<file path="config.mk">
export PLATFORM = sky130hd
export DESIGN_NAME = mesi_bus_responder
export DESIGN_NICKNAME = d
export VERILOG_FILES = /design/src/rtl/mesi_pkg.sv /design/src/rtl/mesi_rr_arbiter.sv /design/src/rtl/mesi_bus_responder.sv
export SDC_FILE = /design/constraint.sdc
export NUM_CORES = 1
export LEC_CHECK = 0
export CAP_MARGIN = 30
export CORE_MARGIN = 8
export CORE_UTILIZATION = 35
export DETAILED_ROUTE_END_ITERATION = 6
export SYNTH_ARGS = -nofsm -noshare
export SYNTH_HDL_FRONTEND = slang
export SYNTH_SLANG_ARGS = --single-unit
</file>
<file path="constraint.sdc">
create_clock -name clk -period 2.7 [get_ports clk]
set_input_delay 0.675 -clock clk [delete_from_list [all_inputs] [get_ports clk]]
set_output_delay 0.675 -clock clk [all_outputs]
set_load 0.01 [all_outputs]
</file>
<file path="src/rtl/mesi_pkg.sv">
// Shared definitions for the MESI snooping-bus responder: bus/memory command
// codes, cache line state encodings and the responder state enum.
package mesi_pkg;

  localparam logic [1:0] BUS_NONE    = 2'b00;
  localparam logic [1:0] BUS_RD_MISS = 2'b01;
  localparam logic [1:0] BUS_WR_MISS = 2'b10;
  localparam logic [1:0] BUS_INVAL   = 2'b11;

  localparam logic [1:0] MEM_NONE       = 2'b00;
  localparam logic [1:0] MEM_WRITE_BACK = 2'b10;

  localparam logic [1:0] CST_I = 2'b00;
  localparam logic [1:0] CST_S = 2'b01;
  localparam logic [1:0] CST_E = 2'b10;
  localparam logic [1:0] CST_M = 2'b11;

  typedef enum logic [2:0] {
    ST_IDLE,
    ST_SNOOP,
    ST_RESP,
    ST_WB,
    ST_MEM,
    ST_DONE
  } resp_state_e;

  function automatic logic is_miss(input logic [1:0] cmd);
    return (cmd == BUS_RD_MISS) || (cmd == BUS_WR_MISS);
  endfunction

endpackage

</file>
<file path="src/rtl/mesi_rr_arbiter.sv">
// Combinational round-robin arbiter: searches pending starting at the index
// after the last grant and returns a one-hot grant (zero when nothing pending).
module mesi_rr_arbiter #(
  parameter int NCACHE = 4,
  parameter int LW     = 2
) (
  input  logic [NCACHE-1:0] pending,
  input  logic [LW-1:0]     last,
  output logic [NCACHE-1:0] grant
);

  int  pos;
  logic found;

  always_comb begin
    grant = '0;
    found = 1'b0;
    pos   = 0;
    for (int k = 1; k <= NCACHE; k++) begin
      pos = int'(last) + k;
      if (pos >= NCACHE) pos = pos - NCACHE;
      for (int i = 0; i < NCACHE; i++) begin
        if (!found && pos == i && pending[i]) begin
          grant[i] = 1'b1;
          found    = 1'b1;
        end
      end
    end
  end

endmodule

</file>
<file path="src/rtl/mesi_bus_responder.sv">
// Shared-bus responder for MESI snooping caches: capture, round-robin grant,
// snoop broadcast, write-back/memory latency and completion.
// Option MESI_BUS_ABORT_EN: a miss that triggers a write-back skips the memory read.
//
// state    | meaning
// IDLE     | waiting for a pending request
// SNOOP    | broadcasting granted command, sampling shared hits
// RESP     | sampling write-back responses, choosing next phase
// WB       | memory write-back for MEM_LAT cycles
// MEM      | memory read for MEM_LAT cycles
// DONE     | completion pulse to the requester
module mesi_bus_responder
  import mesi_pkg::*;
#(
  parameter int NCACHE  = 4,
  parameter int MEM_LAT = 4
) (
  input  logic                  clk,
  input  logic                  rst_n,
  input  logic [2*NCACHE-1:0]   req_bus,
  input  logic [2*NCACHE-1:0]   req_mem,
  input  logic [NCACHE-1:0]     shared_hit,
  output logic [2*NCACHE-1:0]   snoop_bus,
  output logic [NCACHE-1:0]     grant,
  output logic [NCACHE-1:0]     done,
  output logic                  shared_rsp,
  output logic                  mem_rd,
  output logic                  mem_wr,
  output logic                  busy
);

  localparam int              LW       = $clog2(NCACHE);
  localparam logic [LW-1:0]   LAST_RST = LW'(NCACHE - 1);
  localparam logic [3:0]      LAT_LOAD = 4'(MEM_LAT - 1);

  resp_state_e           state;
  logic [2*NCACHE-1:0]   prev_bus;
  logic [2*NCACHE-1:0]   cmd_q;
  logic [NCACHE-1:0]     pending;
  logic [NCACHE-1:0]     capture;
  logic [NCACHE-1:0]     arb_grant;
  logic [NCACHE-1:0]     grant_clr;
  logic [LW-1:0]         last_q;
  logic [LW-1:0]         arb_idx;
  logic [1:0]            arb_cmd;
  logic [1:0]            cmd_g;
  logic                  shared_q;
  logic                  wb_now;
  logic [3:0]            cnt;

  mesi_rr_arbiter #(.NCACHE(NCACHE), .LW(LW)) u_arb (
    .pending (pending),
    .last    (last_q),
    .grant   (arb_grant)
  );

  // The granted cache is masked from capture until its DONE cycle has ended.
  always_comb begin
    capture   = '0;
    wb_now    = 1'b0;
    arb_idx   = '0;
    arb_cmd   = BUS_NONE;
    grant_clr = (state == ST_IDLE) ? arb_grant : '0;
    for (int i = 0; i < NCACHE; i++) begin
      capture[i] = (req_bus[2*i +: 2] != prev_bus[2*i +: 2]) &&
                   (req_bus[2*i +: 2] != BUS_NONE) && !grant[i];
      if (!grant[i] && req_mem[2*i +: 2] == MEM_WRITE_BACK) wb_now = 1'b1;
      if (arb_grant[i]) begin
        arb_idx = LW'(i);
        arb_cmd = cmd_q[2*i +: 2];
      end
    end
  end

  always_ff @(posedge clk or negedge rst_n) begin
    if (!rst_n) begin
      prev_bus <= '0;
      cmd_q    <= '0;
      pending  <= '0;
    end else begin
      prev_bus <= req_bus;
      pending  <= (pending & ~grant_clr) | capture;
      for (int i = 0; i < NCACHE; i++) begin
        if (capture[i]) cmd_q[2*i +: 2] <= req_bus[2*i +: 2];
      end
    end
  end

  always_ff @(posedge clk or negedge rst_n) begin
    if (!rst_n) begin
      state      <= ST_IDLE;
      grant      <= '0;
      done       <= '0;
      snoop_bus  <= '0;
      shared_rsp <= 1'b0;
      mem_rd     <= 1'b0;
      mem_wr     <= 1'b0;
      busy       <= 1'b0;
      last_q     <= LAST_RST;
      cmd_g      <= BUS_NONE;
      shared_q   <= 1'b0;
      cnt        <= '0;
    end else begin
      done       <= '0;
      shared_rsp <= 1'b0;
      case (state)
        ST_IDLE: begin
          if (|pending) begin
            grant    <= arb_grant;
            last_q   <= arb_idx;
            cmd_g    <= arb_cmd;
            shared_q <= 1'b0;
            busy     <= 1'b1;
            for (int j = 0; j < NCACHE; j++) begin
              snoop_bus[2*j +: 2] <= arb_grant[j] ? BUS_NONE : arb_cmd;
            end
            state <= ST_SNOOP;
          end
        end
        ST_SNOOP: begin
          snoop_bus <= '0;
          shared_q  <= |(shared_hit & ~grant);
          state     <= ST_RESP;
        end
        ST_RESP: begin
          if (wb_now) begin
            mem_wr <= 1'b1;
            cnt    <= LAT_LOAD;
            state  <= ST_WB;
          end else if (is_miss(cmd_g)) begin
            mem_rd <= 1'b1;
            cnt    <= LAT_LOAD;
            state  <= ST_MEM;
          end else begin
            done       <= grant;
            shared_rsp <= shared_q && (cmd_g == BUS_RD_MISS);
            state      <= ST_DONE;
          end
        end
        ST_WB: begin
          if (cnt == 4'd0) begin
            mem_wr <= 1'b0;
`ifdef MESI_BUS_ABORT_EN
            // Write-back data satisfies the requester; memory read is skipped.
            done       <= grant;
            shared_rsp <= shared_q && (cmd_g == BUS_RD_MISS);
            state      <= ST_DONE;
`else
            if (is_miss(cmd_g)) begin
              mem_rd <= 1'b1;
              cnt    <= LAT_LOAD;
              state  <= ST_MEM;
            end else begin
              done       <= grant;
              shared_rsp <= 1'b0;
              state      <= ST_DONE;
            end
`endif
          end else begin
            cnt <= cnt - 4'd1;
          end
        end
        ST_MEM: begin
          if (cnt == 4'd0) begin
            mem_rd     <= 1'b0;
            done       <= grant;
            shared_rsp <= shared_q && (cmd_g == BUS_RD_MISS);
            state      <= ST_DONE;
          end else begin
            cnt <= cnt - 4'd1;
          end
        end
        ST_DONE: begin
          grant <= '0;
          busy  <= 1'b0;
          state <= ST_IDLE;
        end
        default: state <= ST_IDLE;
      endcase
    end
  end

endmodule
</file>
==> metrics.md <==
| Metric | Value |
|---|---|
| Seq/Total Area, Yosys | `49.5%` |
| DIE WIDTH | `103 um` |
| Most Crowded Layer GR | `met2` |
| Global-route wire length before repair | `10.9 mm` |
| Setup TNS | `0 ps` |
| Hpwl dp | `4.65 mm` |
| Met3 Use GR | `2.97%` |
| Initial antenna violation count | `0` |
| Seq pwr share | `38.4%` |
| Largest net degree at the start of global routing | `53` |
| Cell depth of the worst setup path | `1` |
| Delay-heaviest family, CP | `buffers and inverters` |
| Die H | `103 um` |
| Leakage | `0.00140 uW` |
| Required time of the critical path | `2030 ps` |
| Non-Filler Instances | `417` |
| # setup viols final | `0` |
| Drt pass-1 iters | `4` |
| Cell Int Power | `2030 uW` |
| Worst flop-to-flop path startpoint | `state[2]` |
| Fmax | `476 MHz` |
| Worst setup SP type | `register` |
| YS warnings | `0` |
| DR WL/cell | `15.3 um` |
| Layout Skew | `11.8 ps` |
| Setup ws final | `600 ps` |
| Number of global-route vias before repair | `2,189` |
| Main synth FF type | `dfrtp_1` |
| Via density | `5.22` |
| Hold Crit Class | `in -> async` |
| EDFF count, synth | `0` |
| Layout cells sized above 1 | `11.0%` |
| Core Area | `7290 um^2` |
| R2r setup slk | `690 ps` |
| GRT met1 Usage | `17.5%` |
| Kind of critical path | `reg -> out` |
| Syn Inst Count | `276` |
| Total Routing Usage GR | `12.8%` |
| Pre-CTS setup slack | `443 ps` |
| Total number of vias | `2,175` |
| Clock slew at reported path FFs | `100 ps` |
| Max-slew violation count | `0` |
| # hold bufs at CTS | `0` |
| Post-CTS Setup Inserts | `0` |
| Placer Congestion | `0.859` |
| Worst-margin pin slew | `680 ps` |
| Cell chain of the critical path | `clkdlybuf4s50_1` |
| Clock Path Buffers | `2` |
| Yosys reg bits | `52` |
| CTS root buffer | `clkbuf_8` |
| Fin crit share | `77.8%` |
| Skew-Pair Late Insertion Delay | `310 ps` |
| Synth top area cells | `dfrtp_1, o21ai_0, nand2_1, mux2_2, inv_1` |
| Min Tclk post-route | `2100 ps` |
| Slowest stage delay, CP | `600 ps` |
| Post-route DRC | `0` |
| Sw frac | `41.1%` |
| Die Area | `10,600 um^2` |
| Nets | `341` |
| Number of DRC markers in iteration 0 | `97` |
| # fillers | `718` |
| Cells on worst reg2reg path | `5` |
| Slowest stage cell on the critical path | `clkdlybuf4s50_1` |
| Power density over cell area | `1060 nW/um^2` |
| Port Buf Inserts | `41` |
| CP max FO | `7` |
| Synth Net Count | `300` |
| Post-layout util | `44.7%` |
| Grt total ovfl | `0` |
| WL final | `6.40 mm` |
| Max_cap viols | `0` |
| Sinks on Clock Net | `52` |
| Synth Cell Area | `2640 um^2` |
| Cell accounting for the most synthesized area | `dfrtp_1` |
| Status | `completed` |
| PostCTS Resize Cnt | `0` |
| DRT antenna net count | `0` |
| Switch Pwr | `1420 uW` |
| CTS tree | `built` |
| Cell row count | `31` |
| Async set-reset flop share out of synthesis | `100%` |
| Multi-input logic area | `1180 um^2` |
| P&R area growth vs syn | `23.8%` |
| Cell with the most instances after synthesis | `dfrtp_1` |
| R2r endpoint | `snoop_bus[0]` |
| Critical Path AT | `1420 ps` |
| RSZ-0062 raised after global routing | `false` |
| Met2 usage | `19.7%` |
| Avg Cell Area, Syn | `9.55 um^2` |
| Worst path bufs/invs | `1` |
| Netlist cell types | `49` |
| Placed cells | `409` |
| VDD IR max | `0.000325 V` |
| Sequential cell area | `1300 um^2` |
| Combinational power share | `45.6%` |
| CTS buffer count | `5` |
| Clock power frac | `16.1%` |
| Fin. Hold Viols | `0` |
| Most instantiated cells after synthesis | `dfrtp_1, nand2_1, o21ai_0, inv_1, nor2_1` |
| Rel. slew slack | `54.6%` |
| Initial Util | `36.1%` |
| ANT cells | `0` |
| Yosys top cell area share | `47.5%` |
| Worst setup EP type | `output port` |
| IO Pins | `42` |
| H-tree levels | `2` |
[kinds of logic after synthesis]
group | count (synthesis) | synth area share, %
AO/OA/AOI/OAI | 88 | 22.6
adder cells (fa/ha/maj) | 2 | 0.950
buffers and inverters | 34 | 5.84
flip-flops | 52 | 49.5
multiplexers | 9 | 3.80
AND/OR/NAND/NOR | 91 | 17.4
[routing by layer]
| metal | vias up | routed length (um) |
|---|---|---|
| li1 | 1058 | - |
| met1 | 1044 | 2950 |
| met2 | 68 | 2880 |
| met3 | 5 | 486 |
| met4 | 0 | 79 |
| met5 | - | 0 |
[final cells by class]
cell class                      instances  area share [%]
Clock buffer                            5            2.11
Clock inverter                          3            1.42
Inverter                               21            2.42
Multi-Input combinational cell        190            36.1
Sequential cell                        52            40.0
Tap cell                               99            3.80
Timing Repair Buffer                   47            14.2
[power by group through the flow]
stage / sequential (uW) / clock [uW] / combinational (uW)
2_1_floorplan: 1220 / 0 / 1180
5_1_grt: 1370 / 596 / 1760
6_report: 1320 / 554 / 1570
3_5_place_dp: 1340 / 0 / 1570
3_3_place_gp: 1340 / 0 / 1570
4_1_cts: 1320 / 571 / 1580
[how the worst max path moves through the flow]
stage,start,end,slack (ps)
2_1_floorplan,cnt[1],cnt[1],980
3_5_place_dp,req_mem[2],shared_rsp,440
5_1_grt,state[2],snoop_bus[0],520
6_report,grant[1],grant[1],600
4_1_cts,grant[1],grant[1],580
3_3_place_gp,req_mem[2],shared_rsp,490
[cell usage in the layout (no fill, tap or decap), drive strengths merged, types with 4 or more instances in the layout]
| master | n |
|---|---|
| nor2 | 21 |
| mux2 | 8 |
| nand2 | 34 |
| nand2b | 5 |
| o211ai | 8 |
| a22oi | 8 |
| nor3 | 5 |
| and2 | 7 |
| buf | 7 |
| clkbuf | 5 |
| a21o | 4 |
| a31oi | 5 |
| nand3 | 6 |
| clkdlybuf4s50 | 40 |
| nor2b | 4 |
| a21oi | 13 |
| o21ai | 25 |
| inv | 22 |
| dfrtp | 50 |
[state kept, by name, indices dropped and copies added (netlist names)]
| signal | cells |
|---|---|
| cmd_q | 8 |
| prev_bus | 8 |
| snoop_bus | 8 |
| cnt | 4 |
| done | 4 |
| grant | 4 |
| pending | 4 |
| state | 3 |
| cmd_g | 2 |
| last_q | 2 |
| busy | 1 |
| mem_rd | 1 |
| mem_wr | 1 |
| shared_q | 1 |
| shared_rsp | 1 |
[per-stage QoR]
step	hold WS, ps	total power [uW]	area, um^2
finish	327	3450	3260
global route	332	3730	3260
CTS	345	3470	3260
detailed placement	475	2910	3150
global placement	465	2900	3150
floorplan	379	2400	2640
Power figures use the tool's default switching activity.
